### config.mk
export PLATFORM = sky130hd
export DESIGN_NAME = reset_seq
export DESIGN_NICKNAME = d
export VERILOG_FILES = /design/src/rtl/reset_seq_pkg.sv /design/src/rtl/reset_seq_hsync_bit.sv /design/src/rtl/reset_seq.sv
export SDC_FILE = /design/constraint.sdc
export NUM_CORES = 1
export LEC_CHECK = 0
export BUFFER_PORTS_ARGS = -buffer_cell sky130_fd_sc_hd__buf_2
export CAP_MARGIN = 20
export CORE_ASPECT_RATIO = 1.2
export CORE_MARGIN = 2
export CORE_UTILIZATION = 45
export DETAILED_ROUTE_END_ITERATION = 8
export MAX_ROUTING_LAYER = met4
export PLACE_DENSITY = 0.76
export REMOVE_ABC_BUFFERS = 1
export SLEW_MARGIN = 20
export SYNTH_ARGS = -nofsm -noshare
export SYNTH_HDL_FRONTEND = slang
export SYNTH_SLANG_ARGS = --single-unit
### constraint.sdc
create_clock -name Clock -period 1.95 [get_ports Clock]
set_input_delay 0.0975 -clock Clock [delete_from_list [all_inputs] [get_ports Clock]]
set_output_delay 0.0975 -clock Clock [all_outputs]
set_load 0.01 [all_outputs]
### src/rtl/reset_seq_pkg.sv
// Shared types and width helpers for the reset sequencer.
package reset_seq_pkg;

  typedef enum logic [2:0] {
    PLL_RST   = 3'd0,
    WAIT_LOCK = 3'd1,
    RELEASE   = 3'd2,
    RUN       = 3'd3,
    FAULT     = 3'd4
  } state_t;

  function automatic int cnt_width(input int stage_delay, input int lock_timeout);
    int m;
    m = (stage_delay > lock_timeout) ? stage_delay : lock_timeout;
    return $clog2(m + 1);
  endfunction

  function automatic int idx_width(input int num_stages);
    return (num_stages > 1) ? $clog2(num_stages) : 1;
  endfunction

  function automatic int retry_width(input int max_retry);
    return (max_retry > 0) ? $clog2(max_retry + 1) : 1;
  endfunction

endpackage

### src/rtl/reset_seq_hsync_bit.sv
// 2-FF single-bit synchronizer, async active-high reset to 0.
module hsync_bit (
  input  logic Clock,
  input  logic qReset,
  input  logic i_d,
  output logic o_q
);

  logic r_meta;
  logic r_sync;

  always_ff @(posedge Clock or posedge qReset) begin
    if (qReset) begin
      r_meta <= 1'b0;
      r_sync <= 1'b0;
    end else begin
      r_meta <= i_d;
      r_sync <= r_meta;
    end
  end

  assign o_q = r_sync;

endmodule

### src/rtl/reset_seq.sv
// Post-synchronizer reset sequencer: PLL reset hold, lock wait with retries, staged release.
// Build option RESET_SEQ_LOCK_MON_EN: lock loss in RUN restarts the sequence.
//
// state     | meaning
// PLL_RST   | PLL held in reset for STAGE_DELAY cycles
// WAIT_LOCK | waiting for synchronized lock, LOCK_TIMEOUT budget
// RELEASE   | stages released one per STAGE_DELAY slot
// RUN       | all stages released
// FAULT     | retries exhausted, everything held in reset
module reset_seq
  import reset_seq_pkg::*;
#(
  parameter int NUM_STAGES   = 4,
  parameter int STAGE_DELAY  = 16,
  parameter int LOCK_TIMEOUT = 1024,
  parameter int MAX_RETRY    = 3
) (
  input  logic                              Clock,
  input  logic                              qReset,
  input  logic                              iPllLock,
  input  logic                              iSoftReset,
  output logic                              oPllReset,
  output logic [NUM_STAGES-1:0]             oStageReset,
  output logic                              oDone,
  output logic                              oFault,
  output logic [retry_width(MAX_RETRY)-1:0] oRetryCnt
);

  localparam int CW = cnt_width(STAGE_DELAY, LOCK_TIMEOUT);
  localparam int IW = idx_width(NUM_STAGES);
  localparam int RW = retry_width(MAX_RETRY);

  localparam logic [CW-1:0] SLOT_LAST    = CW'(STAGE_DELAY - 1);
  localparam logic [CW-1:0] TIMEOUT_LAST = CW'(LOCK_TIMEOUT - 1);
  localparam logic [IW-1:0] STAGE_LAST   = IW'(NUM_STAGES - 1);
  localparam logic [RW-1:0] RETRY_MAX    = RW'(MAX_RETRY);

  logic                  w_lock;
  state_t                r_state;
  logic [CW-1:0]         r_cnt;
  logic [IW-1:0]         r_idx;
  logic [RW-1:0]         r_retry;
  logic                  r_pll_rst;
  logic [NUM_STAGES-1:0] r_stage_rst;
  logic                  r_done;
  logic                  r_fault;

  hsync_bit u_lock_sync (
    .Clock  (Clock),
    .qReset (qReset),
    .i_d    (iPllLock),
    .o_q    (w_lock)
  );

  always_ff @(posedge Clock or posedge qReset) begin
    if (qReset) begin
      r_state     <= PLL_RST;
      r_cnt       <= '0;
      r_idx       <= '0;
      r_retry     <= '0;
      r_pll_rst   <= 1'b1;
      r_stage_rst <= '1;
      r_done      <= 1'b0;
      r_fault     <= 1'b0;
    end else if (iSoftReset) begin
      r_state     <= PLL_RST;
      r_cnt       <= '0;
      r_idx       <= '0;
      r_retry     <= '0;
      r_pll_rst   <= 1'b1;
      r_stage_rst <= '1;
      r_done      <= 1'b0;
      r_fault     <= 1'b0;
    end else begin
      case (r_state)
        PLL_RST: begin
          if (r_cnt == SLOT_LAST) begin
            r_state   <= WAIT_LOCK;
            r_pll_rst <= 1'b0;
            r_cnt     <= '0;
          end else begin
            r_cnt <= r_cnt + CW'(1);
          end
        end
        WAIT_LOCK: begin
          if (w_lock) begin
            r_state <= RELEASE;
            r_cnt   <= '0;
            r_idx   <= '0;
          end else if (r_cnt == TIMEOUT_LAST) begin
            r_cnt     <= '0;
            r_pll_rst <= 1'b1;
            if (r_retry == RETRY_MAX) begin
              r_state <= FAULT;
              r_fault <= 1'b1;
            end else begin
              r_state <= PLL_RST;
              r_retry <= r_retry + RW'(1);
            end
          end else begin
            r_cnt <= r_cnt + CW'(1);
          end
        end
        RELEASE: begin
          if (!w_lock) begin
            r_state     <= PLL_RST;
            r_pll_rst   <= 1'b1;
            r_stage_rst <= '1;
            r_cnt       <= '0;
            r_idx       <= '0;
          end else if (r_cnt == SLOT_LAST) begin
            r_cnt       <= '0;
            r_stage_rst <= r_stage_rst & ~(NUM_STAGES'(1) << r_idx);
            if (r_idx == STAGE_LAST) begin
              r_state <= RUN;
              r_done  <= 1'b1;
              r_retry <= '0;
            end else begin
              r_idx <= r_idx + IW'(1);
            end
          end else begin
            r_cnt <= r_cnt + CW'(1);
          end
        end
        RUN: begin
`ifdef RESET_SEQ_LOCK_MON_EN
          if (!w_lock) begin
            r_state     <= PLL_RST;
            r_pll_rst   <= 1'b1;
            r_stage_rst <= '1;
            r_done      <= 1'b0;
            r_cnt       <= '0;
            r_idx       <= '0;
          end
`else
          r_done <= 1'b1;
`endif
        end
        FAULT: begin
          r_pll_rst   <= 1'b1;
          r_stage_rst <= '1;
          r_fault     <= 1'b1;
        end
        default: begin
          r_state     <= PLL_RST;
          r_cnt       <= '0;
          r_idx       <= '0;
          r_pll_rst   <= 1'b1;
          r_stage_rst <= '1;
          r_done      <= 1'b0;
        end
      endcase
    end
  end

  assign oPllReset   = r_pll_rst;
  assign oStageReset = r_stage_rst;
  assign oDone       = r_done;
  assign oFault      = r_fault;
  assign oRetryCnt   = r_retry;

endmodule

==> flow_summary.yaml, run 1 <==
worst_setup_path:
  critPathMaxStageDelay_ns: 0.52
  slowest_stage: "dfrtp_1"
  r2r_cells: 5
  r2r_slack_ns: -0.02
  critical_path_class: "flop to flop"
  critical_path_buf_inv_count: 0
  path_cells: "and2b_2, or3_1, o211ai_4, nor2_1, mux2_2"
  cp-end-kind: "flop"
  critical_path.top_delay_family: "simple AND/OR/NAND/NOR gates"
  cp_data_arrival_time_ns: 2.13
  timing.rr.start: "r_state[1]"
  start_kind: "flop"
  cp_max_fo: 11
  rr_endpoint: "r_state[0]"
  worstPathRequired_ns: 2.11
global_routing:
  grt_pass1_wl_um: 6510
  grt.total_usage_pct: 20.5
  grt_max_degree: 28
  grt_pass1_vias: 1501
  antenna_found_initial: 0
  grt_overflow_total: 0
detailed_routing:
  via_per_inst: 5.78
  first_pass_iters: 4
  drtIter0Drc: 44
  wl_um: 3800
  ant_nets: 0
  wl_per_cell_um: 14.7
  drc_errors: 0
  vias: 1498
cells_and_area:
  fin_cells: 259
  area_growth_pct: 23.7
  nets: 231
  insertedDiodeCount: 0
  final_core_util_pct: 57.4
  layout_commonest_cell: "buf_4"
  drive_gt1_share_pct: 34.1
  most-common-layout-cells: "buf_4, dfrtp_1, nor2_1"
sta:
  rsz0062_at_grt: "true"
  whs_ns: 0.190
  slew_headroom_pct: 67.7
  period_needed_ns: 1.97
  fmax_ghz: 0.508
  fin_worst_skew_ns: 0.00872
  tightest_slew_ns: 0.478
  maxSlewViolCount: 0
  hold_violations: 0
  fin_crit_sh_pct: 101
  finalSetupViolCount: 3
  fin_ws_ns: -0.0193
logic_synthesis:
  syn_area_per_cell_um2: 9.54
  synth-seq-area-share_pct: 41.1
  synth_area_leaders: "dfrtp_1, dfstp_2, a21oi_1"
  syn_area_mm2: 0.00166
  yosysTopAreaCellShare_pct: 33.2
  synth_warnings: 0
  yosys.area.top_type: "dfrtp_1"
  synth_flop_cell: "dfrtp_1"
  ys_ff_latch: 27
  async_reset_ff_share_pct: 100
  yosysUniqueCellTypes: 54
  synth_edf_count: 0
  netlist_instances: 174
cts:
  numCtsBuffers: 3
  h-tree-depth: 1
  clk_latency_ns: 0.28
  cts_tree: "built"
  cts_num_sinks: 27
  clockBufferDepth: 2
  clk_pin_slew_worst_paths_ns: 0.09
  cts-root-buf: "clkbuf_8"
floorplanning:
  io_pins: 13
  coreArea_mm2: 0.00357
  dieHeight_um: 70.5
  start_util_pct: 46.4
  dieArea_mm2: 0.00419
  core.rowCount: 24
  chipWidth_um: 59.4
placement:
  globalplace.congestion: 0.893
  dp_slack_ns: -0.0402
  io_buffers: 12
  hpwl_um: 2800
  place_inst: 247
power_and_ir_drop:
  ir_drop_mv: 0.633
  p_leak_uw: 0.000926
  power_density_mw_per_mm2: 948
  total_power_uw: 1950
min_path:
  min_from: "iSoftReset"
  holdPathEnd: "oDone"
  hold_depth: 3
  min_path_type: "primary input to flop"
run_status:
  failed_checks: "setup timing"
  status: "finished, violations left"
run:
  maxCapViolations: 0
## per-layer routing
| metal | up-vias | part of all wire (%) | GRT usage (%) |
|---|---|---|---|
| met3 | 8 | 3.0 | 2.78 |
| li1 | 736 | - | - |
| met4 | 0 | 1.8 | 8.08 |
| met2 | 38 | 53 | 33.6 |
| met1 | 716 | 42 | 24.9 |
| met5 | - | 0 | - |
## sequential cells by signal, summed over array words and instances (netlist names)
| signal | flops |
|---|---|
| oDone | 1 |
| r_cnt | 11 |
| oPllReset | 1 |
| oRetryCnt | 2 |
| u_lock_sync.o_q | 1 |
| r_idx | 2 |
| r_state | 3 |
| oStageReset | 4 |
| u_lock_sync.r_meta | 1 |
| oFault | 1 |
## cells by family after synthesis
family,count (synthesis),share of synthesized area (%)
buffers and inverters,14,5.73
adder cells (fa/ha/maj),6,4.52
flip-flops,27,41.1
AO/OA/AOI/OAI,49,20.2
AND/OR/NAND/NOR,73,25.3
multiplexers,4,2.64
XOR/XNOR,1,0.528
## worst min-delay path: cells and delay by family
family,cells,cell delay [ns]
buffers and inverters,2,0.27
AO/OA/AOI/OAI,1,0.06
## where the power goes
part / leakage [µW] / internal [µW] / switching, µW / total, µW
Clock: 0.0000255 / 143 / 181 / 325
Sequential: 0.000347 / 637 / 90.0 / 727
Combinational: 0.000553 / 454 / 441 / 895
## per-stage QoR
step / setup TNS [ns] / instance area (µm²)
after floorplan: -0.111 / 1600
after global placement: 0 / 1910
after global routing: -0.302 / 2050
final: -0.0479 / 2050
after CTS: -0.00613 / 2000
after detailed placement: -0.0799 / 1910
## cell type report
type / instances / area, µm²
Clock inverter: 1 / 5.00
Tap cell: 39 / 48.8
Multi-Input combinational cell: 133 / 912
Clock buffer: 3 / 41.3
Timing Repair Buffer: 47 / 329
Fill cell: 322 / 1520
Inverter: 9 / 33.8
Sequential cell: 27 / 682
## worst max-delay path by stage
stage | slack (ns) | cells after the start | endpoint | start
finish | -0.02 | 5 | r_state[0] | r_state[1]
detailed placement | -0.04 | 6 | oRetryCnt[0] | r_cnt[0]
global route | -0.09 | 5 | r_state[0] | r_state[1]
CTS | -0.006 | 5 | r_state[0] | r_state[2]
global placement | 0.01 | 6 | oRetryCnt[1] | r_cnt[0]
floorplan | -0.11 | 5 | r_state[0] | r_state[2]
## synthesized netlist by cell type (2+ instances only)
cell type / count
clkbuf_8: 2
ha_1: 6
a31oi_1: 4
a22o_1: 2
nand2_1: 10
nand3_1: 8
nor3_1: 7
nor2_1: 20
nand2b_1: 3
dfrtp_1: 22
and3_1: 2
a21oi_1: 15
o211ai_1: 3
dfstp_2: 5
or2_2: 2
a21o_1: 4
mux2_2: 3
nand4_1: 2
inv_1: 9
o21ai_0: 7
buf_6: 3
or3_1: 2
o21bai_1: 2
## repair_timing
action,4_1_cts,5_1_grt
setup buffers,2,3
cloned,0,1
setup endpoints to repair,3,10
resized for setup,2,5
hold endpoints to repair,23,0
pin swaps,2,3
hold buffers,2,0
Power figures use the tool's default switching activity.
==> run 2, diff against run 1 <==
--- a/config.mk
+++ b/config.mk
@@ -13,4 +13,5 @@
 export DETAILED_ROUTE_END_ITERATION = 8
+export GPL_ROUTABILITY_DRIVEN = 0
 export MAX_ROUTING_LAYER = met4
-export PLACE_DENSITY = 0.76
+export PLACE_DENSITY = 0.74
 export REMOVE_ABC_BUFFERS = 1
==> constraint.sdc (replaced) <==
create_clock -name Clock -period 2.23 [get_ports Clock]
set_input_delay 0.446 -clock Clock [delete_from_list [all_inputs] [get_ports Clock]]
set_output_delay 0.446 -clock Clock [all_outputs]
set_load 0.01 [all_outputs]
==> flow_summary.yaml, run 2 (same netlist as run 1, synthesis figures left out) <==
global_routing:
  grt_pass1_vias: 1344
  grt_overflow_total: 0
  antenna_found_initial: 0
  grt_pass1_wl_um: 5980
  grt_max_degree: 28
  grt.total_usage_pct: 18.8
cts:
  cts-root-buf: "clkbuf_8"
  clk_latency_ns: 0.29
  cts_tree: "built"
  cts_hold_buffers: 0
  clk_pin_slew_worst_paths_ns: 0.10
  clockBufferDepth: 2
  h-tree-depth: 1
  cts_resized: 0
  numCtsBuffers: 3
  postCtsSetupBuffers: 0
  cts_num_sinks: 27
detailed_routing:
  drtIter0Drc: 53
  wl_per_cell_um: 14.5
  drc_errors: 0
  ant_nets: 0
  via_per_inst: 5.85
  first_pass_iters: 5
  highest_layer: "met4"
  wl_met2_um: 1690
  vias: 1358
  m1WireLength_um: 1500
  wl_um: 3360
  met3_length_um: 124
sta:
  rsz0062_at_grt: "false"
  maxSlewViolCount: 0
  period_needed_ns: 2.09
  hold_violations: 0
  tns_ns: 0
  slew_headroom_pct: 52.0
  fin_worst_skew_ns: 0.00486
  finalSetupViolCount: 0
  fin_crit_sh_pct: 93.7
  tightest_slew_ns: 0.711
  fmax_ghz: 0.479
cells_and_area:
  most-common-layout-cells: "dfrtp_1, nor2_1, a21oi_1"
  nets: 204
  area_growth_pct: 9.43
  largest_reg_flops: 11
  final_area_mm2: 0.00182
  layout_commonest_cell: "dfrtp_1"
  regMostFlops: "r_cnt"
  insertedDiodeCount: 0
  drive_gt1_share_pct: 23.8
power_and_ir_drop:
  p_leak_uw: 0.000784
  ir_drop_mv: 0.328
  total_power_uw: 1520
  power_density_mw_per_mm2: 839
placement:
  io_buffers: 12
  place_area_mm2: 0.00177
  hpwl_um: 2540
floorplanning:
  core.rowCount: 24
  dieHeight_um: 70.5
  chipWidth_um: 59.4
  start_util_pct: 46.4
  dieArea_mm2: 0.00419
  io_pins: 13
  coreArea_mm2: 0.00357
worst_setup_path:
  cp-end-kind: "flop"
  cp_data_arrival_time_ns: 2.27
  worstPathRequired_ns: 2.41
  path_cells: "ha_1, nand4b_1, or4_4, and2_4, nor3_2, mux2_2"
  cp_max_fo: 5
  start_kind: "flop"
  slowest_stage: "or4_4"
  r2r_cells: 6
  critPathMaxStageDelay_ns: 0.45
  critical_path_class: "flop to flop"
run:
  maxCapViolations: 0
min_path:
  min_path_type: "primary input to asynchronous set/reset pin"
run_status:
  status: "completed"
run 2: per-layer routing:
metal	track usage, %	vias up
li1	-	679
met1	23.4	645
met2	30.8	29
met3	2.41	5
met4	6.82	0
met5	-	-
run 2: power by group:
part	switching [µW]	internal [µW]	leakage, µW	total [µW]
registers	104	557	0.000347	660
logic	292	274	0.000416	566
clock network	170	128	0.0000217	297
run 2: final cells by class:
class / instances / area, µm²
Clock buffer: 3 / 41.3
Timing Repair Buffer: 20 / 120
Tap cell: 39 / 48.8
Sequential cell: 27 / 682
Fill cell: 345 / 1760
Inverter: 9 / 33.8
Clock inverter: 1 / 7.51
Multi-Input combinational cell: 133 / 882
run 2: path summary, 6_finish.rpt:
check / startpoint / slack (ns) / endpoint
max in group asynchronous: qReset / 1.74 / oPllReset
min reg2reg: u_lock_sync.r_meta / 0.36 / u_lock_sync.o_q
min in group Clock: iPllLock / 0.25 / u_lock_sync.r_meta
min: qReset / 0.19 / u_lock_sync.r_meta
max: r_cnt[0] / 0.14 / oRetryCnt[0]
max reg2reg: r_cnt[0] / 0.14 / oRetryCnt[0]
run 2: through the flow:
step | hold slack, ns | utilization, % | std cells | worst slack, ns
after floorplan | 0.331 | - | 169 | 0.174
after global placement | 0.333 | 49.4 | 228 | 0.191
after detailed placement | 0.336 | 49.4 | 228 | 0.163
after CTS | 0.211 | 50.8 | 232 | 0.144
after global routing | 0.246 | 50.8 | 232 | 0.0259
final | 0.193 | 50.8 | 232 | 0.141
run 2: worst max-delay path, delay by kind of cell (launching register included):
kind | cells | cell delay [ns]
muxes | 1 | 0.35
adders and majority gates | 1 | 0.23
DFF | 1 | 0.42
and+or+nand+nor | 4 | 0.99
